[config.mk]
export PLATFORM = sky130hd
export DESIGN_NAME = bus_xfer_ctrl
export DESIGN_NICKNAME = d
export VERILOG_FILES = /design/src/rtl/bus_pkg.sv /design/src/rtl/bus_onehot_dec.sv /design/src/rtl/bus_xfer_ctrl.sv
export SDC_FILE = /design/constraint.sdc
export NUM_CORES = 1
export LEC_CHECK = 0
export ABC_CLOCK_PERIOD_IN_PS = 1300
export CAP_MARGIN = 20
export CELL_PAD_IN_SITES_DETAIL_PLACEMENT = 0
export CELL_PAD_IN_SITES_GLOBAL_PLACEMENT = 1
export CORE_UTILIZATION = 29
export DETAILED_ROUTE_END_ITERATION = 8
export PLACE_DENSITY = 0.71
export SLEW_MARGIN = 25
export SYNTH_ARGS = -nofsm -noshare
export SYNTH_HDL_FRONTEND = slang
export SYNTH_SLANG_ARGS = --single-unit
export TNS_END_PERCENT = 10
[constraint.sdc]
create_clock -name clk -period 1.3 [get_ports clk]
set_input_delay 0.13 -clock clk [delete_from_list [all_inputs] [get_ports clk]]
set_output_delay 0.13 -clock clk [all_outputs]
set_load 0.01 [all_outputs]
[src/rtl/bus_pkg.sv]
// Shared types and constants for the register-bus transfer controller.
// Latency: n/a (declarations only).
// Backpressure: n/a (declarations only).
package bus_pkg;

    // Controller phases; TURN is only reachable when the bus guard cycle is built in.
    typedef enum logic [2:0] {
        IDLE    = 3'd0,
        DRIVE   = 3'd1,
        CAPTURE = 3'd2,
        ERR     = 3'd3,
        TURN    = 3'd4
    } xfer_state_t;

    localparam int NREG_DEF  = 4;
    localparam int WIDTH_DEF = 4;
    localparam int CNT_W     = 8;

    // A request is rejected when the destination does not exist, or when a
    // register source does not exist or would copy a register onto itself.
    function automatic logic xfer_illegal(input int src, input int dst,
                                          input logic imm, input int nreg);
        return (dst >= nreg) || (!imm && ((src >= nreg) || (src == dst)));
    endfunction

endpackage

[src/rtl/bus_onehot_dec.sv]
// Index-to-one-hot decoder for register strobes; out-of-range index gives all zeros.
// Latency: combinational.
// Backpressure: none.
module bus_onehot_dec
    import bus_pkg::*;
#(
    parameter int NREG = NREG_DEF,
    parameter int SELW = $clog2(NREG)
) (
    input  logic [SELW-1:0] i_idx,
    input  logic            i_en,
    output logic [NREG-1:0] o_vec
);

    // Set exactly the selected bit when enabled, nothing otherwise.
    always_comb begin
        o_vec = '0;
        for (int i = 0; i < NREG; i++) begin
            if (i_en && (i_idx == SELW'(i))) begin
                o_vec[i] = 1'b1;
            end
        end
    end

endmodule

[src/rtl/bus_xfer_ctrl.sv]
// Sequences non-overlapping oe/ie strobes for register and immediate bus transfers.
// Latency: accept at edge N -> drive N+1, capture/done N+2; err at N+1 (BUS_XFER_GUARD_EN adds a TURN cycle).
// Backpressure: req_ready is high only in IDLE; requests are held by the requester otherwise.
module bus_xfer_ctrl
    import bus_pkg::*;
#(
    parameter int NREG  = NREG_DEF,
    parameter int WIDTH = WIDTH_DEF,
    parameter int SELW  = $clog2(NREG)
) (
    input  logic             clk,
    input  logic             rst,
    input  logic             req_valid,
    output logic             req_ready,
    input  logic [SELW-1:0]  req_src,
    input  logic [SELW-1:0]  req_dst,
    input  logic             req_imm,
    input  logic [WIDTH-1:0] imm_data,
    output logic [NREG-1:0]  oe,
    output logic [NREG-1:0]  ie,
    output logic             ext_oe,
    output logic [WIDTH-1:0] ext_data,
    output logic             done,
    output logic             err,
    output logic [CNT_W-1:0] xfer_count
);

    xfer_state_t      r_state;
    xfer_state_t      w_next;
    logic [SELW-1:0]  r_src;
    logic [SELW-1:0]  r_dst;
    logic             r_imm;
    logic [WIDTH-1:0] r_imm_data;
    logic [CNT_W-1:0] r_xfer_count;

    logic             w_illegal;
    logic             w_take;
    logic             w_src_en;
    logic             w_dst_en;
    logic             w_ext_oe;

    assign w_illegal = xfer_illegal(int'(req_src), int'(req_dst), req_imm, NREG);
    assign w_take    = (r_state == IDLE) && req_valid;

    // State register; async reset parks the controller in IDLE so strobes drop at once.
    always_ff @(posedge clk or negedge rst) begin
        if (!rst) begin
            r_state <= IDLE;
        end else begin
            r_state <= w_next;
        end
    end

    // Next-state and phase decode, purely from registered state (no req_* to strobe paths).
    always_comb begin
        w_next    = r_state;
        req_ready = 1'b0;
        w_src_en  = 1'b0;
        w_dst_en  = 1'b0;
        done      = 1'b0;
        err       = 1'b0;
        case (r_state)
            IDLE: begin
                req_ready = 1'b1;
                if (req_valid) begin
                    w_next = w_illegal ? ERR : DRIVE;
                end
            end
            DRIVE: begin
                w_src_en = 1'b1;
                w_next   = CAPTURE;
            end
            CAPTURE: begin
                w_src_en = 1'b1;
                w_dst_en = 1'b1;
                done     = 1'b1;
`ifdef BUS_XFER_GUARD_EN
                w_next   = TURN;
`else
                w_next   = IDLE;
`endif
            end
            ERR: begin
                err    = 1'b1;
                w_next = IDLE;
            end
            TURN: begin
                w_next = IDLE;
            end
            default: begin
                w_next = IDLE;
            end
        endcase
    end

    // Capture the request fields on accept; they steer the strobes for the whole transfer.
    always_ff @(posedge clk or negedge rst) begin
        if (!rst) begin
            r_src      <= '0;
            r_dst      <= '0;
            r_imm      <= 1'b0;
            r_imm_data <= '0;
        end else if (w_take) begin
            r_src      <= req_src;
            r_dst      <= req_dst;
            r_imm      <= req_imm;
            r_imm_data <= imm_data;
        end
    end

    // Count completed transfers; the 8-bit counter wraps naturally.
    always_ff @(posedge clk or negedge rst) begin
        if (!rst) begin
            r_xfer_count <= '0;
        end else if (r_state == CAPTURE) begin
            r_xfer_count <= r_xfer_count + CNT_W'(1);
        end
    end

    assign w_ext_oe   = w_src_en && r_imm;
    assign ext_oe     = w_ext_oe;
    assign ext_data   = w_ext_oe ? r_imm_data : '0;
    assign xfer_count = r_xfer_count;

    bus_onehot_dec #(
        .NREG (NREG),
        .SELW (SELW)
    ) u_oe_dec (
        .i_idx (r_src),
        .i_en  (w_src_en && !r_imm),
        .o_vec (oe)
    );

    bus_onehot_dec #(
        .NREG (NREG),
        .SELW (SELW)
    ) u_ie_dec (
        .i_idx (r_dst),
        .i_en  (w_dst_en),
        .o_vec (ie)
    );

endmodule

==> impl_summary.txt, run 1 <==
----------------------------------------------------
[Run status]
  Run status ... finished, violations left
  Failing checks ... negative setup slack

[Floorplanning]
  Number of rows in the core area ... 20
  Total Die Area ... 3410 µm²
  Top-level I/O count ... 36
  Width of the die ... 58.4 µm
  CORE AREA ... around 3000 µm²
  Die boundary height ... 58.4 µm
  Initial Util ... 30.5%

[Power]
  Combinational fraction of design power ... 52.5%
  Power per cell area ... 2030 nW/µm²
  Share of total power in sequential cells ... 37.3%
  Worst VDD drop ... 0.739 mV
  Internal ... around 0.0018 W
  Switching share of total power ... 37.2%
  NetSw ... 0.00108 W
  Leakage power figure ... 0.725 nW
  Clock Power Share ... 10.2%

[Timing]
  Share of the clock period used by the worst path after layout ... 120%
  Final sum of negative setup slack ... -3.27 ns
  Setup-violating endpoint count in the final report ... 19
  Measured slew at the worst slew-check pin ... 0.258 ns
  Final Critical Period ... around 1.6 ns
  Achievable Freq ... ~640 MHz
  Setup repair after global routing missed its margin ... yes
  Post-route worst setup slack ... -0.258 ns
  Final-report max-slew violation count ... 0
  Tightest slew margin relative to the limit ... 82.8%
  Worst setup skew after layout ... 0.0113 ns
  Final Hold Fails ... 0

[Clock network]
  H-tree depth ... 1
  Clk buf depth ... 2
  Number of post-CTS setup repair buffers ... 0
  Source-to-sink clock delay at the later pin of the worst-skew pair ... about 0.29 ns
  Clock Pin Slew Worst Setup and Hold Paths ... 0.11 ns
  Clock tree from TritonCTS ... done
  Clock tree root driver cell ... clkbuf_4
  CTS Buf Count ... 3
  Number of clock sinks ... 19

[Critical path]
  CP required ... 1.17 ns
  Register-to-Register Setup Slack ... -0.13 ns
  Endpoint of the worst register-to-register path ... xfer_count[7]
  Category of the critical setup timing path ... flip-flop to output port
  Launch point of the critical path ... r_state[1]
  Arrival time of the worst setup path ... 1.43 ns
  Worst setup path end ... oe[0]
  Startpoint of the worst-slack reg-to-reg timing path ... r_state[0]
  Worst setup SP type ... flip-flop
  Worst Reg2Reg Path Length in Cells ... 7
  Category of the worst setup path capture point ... output port
  Maximum net fanout on the critical path ... 4

[Detailed routing]
  DRC violations left ... 0
  First-pass iteration count of the detailed router ... 4
  Wire length per cell after detailed routing ... 12.0 µm
  Post-route antenna net violation count ... 0
  Total wire length after detailed routing ... 2060 µm
  Detail-routed via count per cell ... 4.30
  Starting DRT DRC Count ... 9
  Overall via count from detail_route ... 740

[Layout]
  Layout cells sized above 1 ... 41.4%
  Leading cell types in the layout, fill and taps excluded ... dfrtp_1 (19), buf_2 (16), clkdlybuf4s50_1 (11)
  Most common library cell in the layout ignoring fill and taps ... dfrtp_1
  Area added between synthesis and finish ... 54.5%
  Area of the multi-input gates ... 493 µm²
  FF+latch area ... 475 µm²
  Number of non-filler instances in the completed layout ... 172
  Number of fill cells ... 296
  Final standard cell area without fillers ... 1430 µm²
  Final layout net count ... 146
  Antenna diodes ... 0
  Final core utilization ... 47.1%

[Hold path]
  Class of the most critical hold timing path ... input port to asynchronous set/reset pin

[Synth]
  Cell type contributing the most total cell area after synthesis ... dfrtp_1
  Post-synth EDFFs ... 0
  Biggest area contributors in the synthesized netlist ... dfrtp_1 (51%), mux2_2 (12%), ha_1 (6.8%)
  Area share of the largest cell type after synthesis ... 51.5%
  Average cell area after synthesis ... 11.8 µm²
  Net count of the mapped netlist ... 95
  Proportion of synthesized chip area in sequential cells ... 51.5%
  Count of yosys warnings during synthesis ... 0
  Number of storage elements in the synthesis netlist ... 19
  Count of different cell masters after synthesis ... 20
  Post-synthesis instance area ... 923 µm²
  Synth async-reset ratio ... 100%
  Number of standard cells after synthesis ... 78
  Top flip-flop cell by instance count after synthesis ... dfrtp_1

[Place]
  Routability cong. ... 0.717
  Estimated wirelength of the detail-placed design ... 1570 µm
  Setup Slack @ Placement ... -0.456 ns
  Port-buffer cells ... 35
  Placed standard-cell area ... 1430 µm²
  Number of instances in the placed design ... 168

[GRT]
  Number of global-route vias before repair ... ~740
  Wire length of the first global-routing pass ... approximately 3400 µm
  Met1 track demand over resource in global routing ... between 10% and 20%
  GRT Resource Usage Total ... 13.3%
  Fraction of met2 tracks used by global routing ... between 20% and 30%
  Global-route layer with the greatest usage ... met2
  Leftover overflow at the end of global routing ... 0
  Antenna violations before repair ... 0
  Pin count of the biggest net entering global routing ... 20
  Global-route met3 utilization ... 0.659%

[Job]
  Maxcap violations ... 0

----------------------------------------------------
[worst min path at each step]
stage                     to  slack [ns]           from
6_report       xfer_count[1]        0.16            rst
3_5_place_dp   xfer_count[7]        0.46  xfer_count[7]
4_1_cts        xfer_count[6]        0.15            rst
2_1_floorplan       r_dst[0]       -0.17            rst
3_3_place_gp   xfer_count[7]        0.46  xfer_count[7]
5_1_grt        xfer_count[1]        0.16            rst
[worst max-delay path, stage by stage (launching register included)]
cell	delay, ns
dfrtp_1	0.38
inv_2	0.06
ha_4	0.26
nor2b_4	0.15
nor3b_2	0.15
buf_2	0.14
[through the flow]
stage	total power, W	hold WS, ns
floorplan	0.00186	-0.166
global placement	0.00266	0.457
detailed placement	0.00272	0.464
CTS	0.00290	0.154
global route	0.00315	0.162
finish	0.00290	0.156
[kinds of logic (layout without fill, tap and decap cells)]
family                   Yosys count  count (layout)  synth area share, %
AO/OA/AOI/OAI                      2               2                 1.49
XOR/XNOR                           9               9                 8.54
adder cells (fa/ha/maj)            5               5                 6.78
buffers and inverters              4              54                 1.76
flip-flops                        19              19                 51.5
multiplexers                      10              10                 12.2
AND/OR/NAND/NOR                   29              29                 17.8
[cell usage after synthesis (2+ instances only)]
| master | number |
|---|---|
| nor2_1 | 6 |
| and3b_1 | 2 |
| xor2_1 | 6 |
| dfrtp_1 | 19 |
| nand2_1 | 6 |
| mux2_2 | 10 |
| xnor2_1 | 3 |
| nand4_1 | 2 |
| nor3b_1 | 2 |
| inv_1 | 3 |
| and3_1 | 6 |
| ha_1 | 5 |
[power by group through the flow]
| stage | Combinational (W) | Clock (W) | Sequential [W] |
|---|---|---|---|
| after global placement | 0.00160 | 0 | 0.00106 |
| final | 0.00152 | 0.000296 | 0.00108 |
| after floorplan | 0.000771 | 0 | 0.00108 |
| after global routing | 0.00168 | 0.000343 | 0.00113 |
| after CTS | 0.00150 | 0.000319 | 0.00108 |
| after detailed placement | 0.00164 | 0 | 0.00108 |
[what timing repair did]
item                       in CTS  in global routing
pin swaps                       4                  0
resized for setup              79                  5
setup endpoints to repair      31                 31
hold buffers                    0                  0
hold endpoints to repair        0                  0
[final cells by class]
cell class	count	share of cell area, %
clock buffers	4	1.84
multi-input cells	55	34.6
inverters	3	0.789
repair buffers	47	25.6
well taps	44	3.86
flip-flops and latches	19	33.3
[flip-flops by register name, summed over array words and instances, names as in the netlist]
register	flops
xfer_count	8
r_imm_data	4
r_src	2
r_imm	1
r_state	2
r_dst	2
[metal layers]
layer / up-vias / share of wire [%]
met3: 2 / 2.2
met1: 362 / 47
met5: - / 0
met4: 0 / 1.3
li1: 364 / -
met2: 12 / 49
No activity file was read; power rests on OpenSTA's default activity.
==> inputs of run 2 (changes only) <==
SLEW_MARGIN = default   (was 25)
==> results of run 2 <==
The final DEF is identical to that of run 1; final timing and power are the same.
==> inputs of run 3 (changes only) <==
CORE_MARGIN = 2   (was default)
CTS_BUF_LIST = sky130_fd_sc_hd__clkbuf_16   (was default)
TNS_END_PERCENT = 1   (was 10)
==> impl_summary.txt, run 3 (same netlist as run 1, synthesis figures left out) <==
----------------------------------------------------
[Critical path]
  Cell breakdown of the critical path ... inv_2 > ha_4 > nor2b_4 > nor3b_2 > buf_2
  Worst setup SP type ... flip-flop
  Maximum net fanout on the critical path ... 4 (unchanged)
  Category of the worst setup path capture point ... output port
  Worst Reg2Reg Path Length in Cells ... 7 (unchanged)
  Arrival time of the worst setup path ... 1.38 ns (-0.05 ns)
  Endpoint of the worst register-to-register path ... xfer_count[7]
  Startpoint of the worst-slack reg-to-reg timing path ... r_state[0]
  CP required ... 1.17 ns (about the same)
  Category of the critical setup timing path ... flip-flop to output port
  Largest stage delay on the critical path ... 0.36 ns (-0.02 ns)
  Register-to-Register Setup Slack ... -0.13 ns (about the same)
  Highest-delay cell along the critical path ... dfrtp_1

[Power]
  Worst VDD drop ... 0.801 mV (+8.4%)
  Post-layout total power ... 0.00327 W (+13%)
  Leakage power figure ... 0.761 nW (+5.0%)
  Power per cell area ... 2210 nW/µm² (+8.9%)

[Clock network]
  Clock Pin Slew Worst Setup and Hold Paths ... 0.05 ns (-0.06 ns)
  Number of post-CTS setup repair buffers ... 0 (unchanged)
  Source-to-sink clock delay at the later pin of the worst-skew pair ... 0.25 ns (-0.04 ns)
  Clock tree root driver cell ... clkbuf_16
  H-tree depth ... 1 (unchanged)
  CTS Buf Count ... 3 (unchanged)
  Number of clock sinks ... 19 (unchanged)
  Clk buf depth ... 2 (unchanged)
  Clock tree from TritonCTS ... done

[Timing]
  Share of the clock period used by the worst path after layout ... 116% (-3.8 points)
  Final Critical Period ... 1.51 ns (-0.0489 ns)
  Final Hold Fails ... 0 (unchanged)
  Final-report max-slew violation count ... 0 (unchanged)
  Measured slew at the worst slew-check pin ... 0.255 ns (-0.00320 ns)
  Worst hold slack after final layout ... 0.220 ns (+0.0636 ns)
  Final sum of negative setup slack ... -2.23 ns (+1.03 ns)
  Setup-violating endpoint count in the final report ... 19 (unchanged)
  Setup repair after global routing missed its margin ... yes
  Worst setup skew after layout ... 0.00104 ns (-0.0103 ns)
  Tightest slew margin relative to the limit ... 83.0% (+0.21 points)
  Achievable Freq ... 663 MHz (+3.2%)
  Post-route worst setup slack ... -0.209 ns (+0.0489 ns)

[Layout]
  Final layout net count ... 144 (-1.4%)
  Area added between synthesis and finish ... 60.2%
  Most common library cell in the layout ignoring fill and taps ... dfrtp_1
  Final core utilization ... 48.4% (+1.3 points)
  Leading cell types in the layout, fill and taps excluded ... dfrtp_1 (19), buf_2 (14), clkdlybuf4s50_1 (11)
  Max FFs per register ... 8 (unchanged)
  Antenna diodes ... 0 (unchanged)
  Layout cells sized above 1 ... 41.3% (-0.14 points)

[Detailed routing]
  Total wire length after detailed routing ... 1990 µm (-3.5%)
  Starting DRT DRC Count ... 30 (+21)
  Wire length per cell after detailed routing ... 11.7 µm (-2.4%)
  First-pass iteration count of the detailed router ... 3 (-1)
  Post-route antenna net violation count ... 0 (unchanged)
  DRC violations left ... 0 (unchanged)
  Overall via count from detail_route ... 735 (-0.68%)
  Detail-routed via count per cell ... 4.32 (+0.49%)

[Hold path]
  Class of the most critical hold timing path ... input port to asynchronous set/reset pin

[Floorplanning]
  Width of the die ... 60.4 µm (+3.4%)
  Initial Util ... 30.2% (-0.25 points)
  Total Die Area ... 3650 µm² (+7.0%)
  Top-level I/O count ... 36 (unchanged)
  Number of rows in the core area ... 20 (unchanged)
  Die boundary height ... 60.4 µm (+3.4%)
  CORE AREA ... 3050 µm² (+0.83%)

[Place]
  Setup Slack @ Placement ... -0.449 ns (+0.00708 ns)
  Port-buffer cells ... 35 (unchanged)
  Estimated wirelength of the detail-placed design ... 1530 µm (-2.9%)
  Routability cong. ... 0.663 (-7.5%)

[GRT]
  Pin count of the biggest net entering global routing ... 20 (unchanged)
  Antenna violations before repair ... 0 (unchanged)
  Number of global-route vias before repair ... 735 (unchanged)
  Leftover overflow at the end of global routing ... 0 (unchanged)
  GRT Resource Usage Total ... 12.7% (-0.63 points)
  Wire length of the first global-routing pass ... 3410 µm (+0.62%)

[Run status]
  Failing checks ... negative setup slack
  Run status ... finished, violations left

[Job]
  Maxcap violations ... 0 (unchanged)

----------------------------------------------------
## run 3: cell count changes in the layout (fill, tap and decap cells not counted), moves of 2 or more
cell and change:
clkbuf_16 +3, buf_2 -2, clkbuf_4 -3, buf_6 +2, buf_4 -3
## run 3: worst max-delay path: cells and delay by family (launching register included)
family	cells	cell delay [ns]
adders and majority gates	1	0.26
buffers and inverters	2	0.20
DFF	1	0.36
and+or+nand+nor	2	0.30
## run 3: final cells by class
class	count	area, µm²
sequential	19	475
inverter	3	11.3
multi-input combinational	55	493
clock buffer	3	75.1
timing repair buffer	45	364
clock inverter	1	5.00
tap	44	55.1
fill	305	1570
## run 3: worst max-delay path by stage
stage	from	to	slack [ns]	cells after the start
global route	r_state[1]	oe[1]	-0.29	6
finish	r_state[1]	oe[0]	-0.21	5
detailed placement	r_state[1]	oe[0]	-0.45	5
CTS	r_state[1]	oe[0]	-0.23	5
floorplan	r_state[1]	r_state[1]	-0.11	5
global placement	r_state[0]	oe[0]	-0.43	5
## run 3: power by group
part	switching (W)	leakage (nW)	internal [W]
Combinational	0.000653	0.486	0.000910
Clock	0.000219	0.0409	0.000412
Sequential	0.000232	0.234	0.000847
Total	0.00110	0.761	0.00217
## run 3: metrics by stage
stage / instance area [µm²] / std cells
final: 1480 / 170
after global routing: 1480 / 170
after floorplan: 946 / 78
after global placement: 1420 / 166
after detailed placement: 1420 / 166
after CTS: 1460 / 170
## run 3: repair_timing
action | CTS | global route
gates resized for setup | 75 | 10
gates cloned | 0 | 0
hold buffers | 0 | 0
endpoints found under the hold margin | 0 | 0
pin swaps | 4 | 1
setup endpoints to repair | 31 | 32
## run 3: per-layer routing
metal | vias to the layer above | track usage [%] | part of all wire (%)
met5 | - | 0 | 0
met4 | 0 | 7.45 | 2.2
met3 | 4 | 1.71 | 3.3
met2 | 16 | 19.9 | 49
met1 | 352 | 16.7 | 46
li1 | 363 | - | -
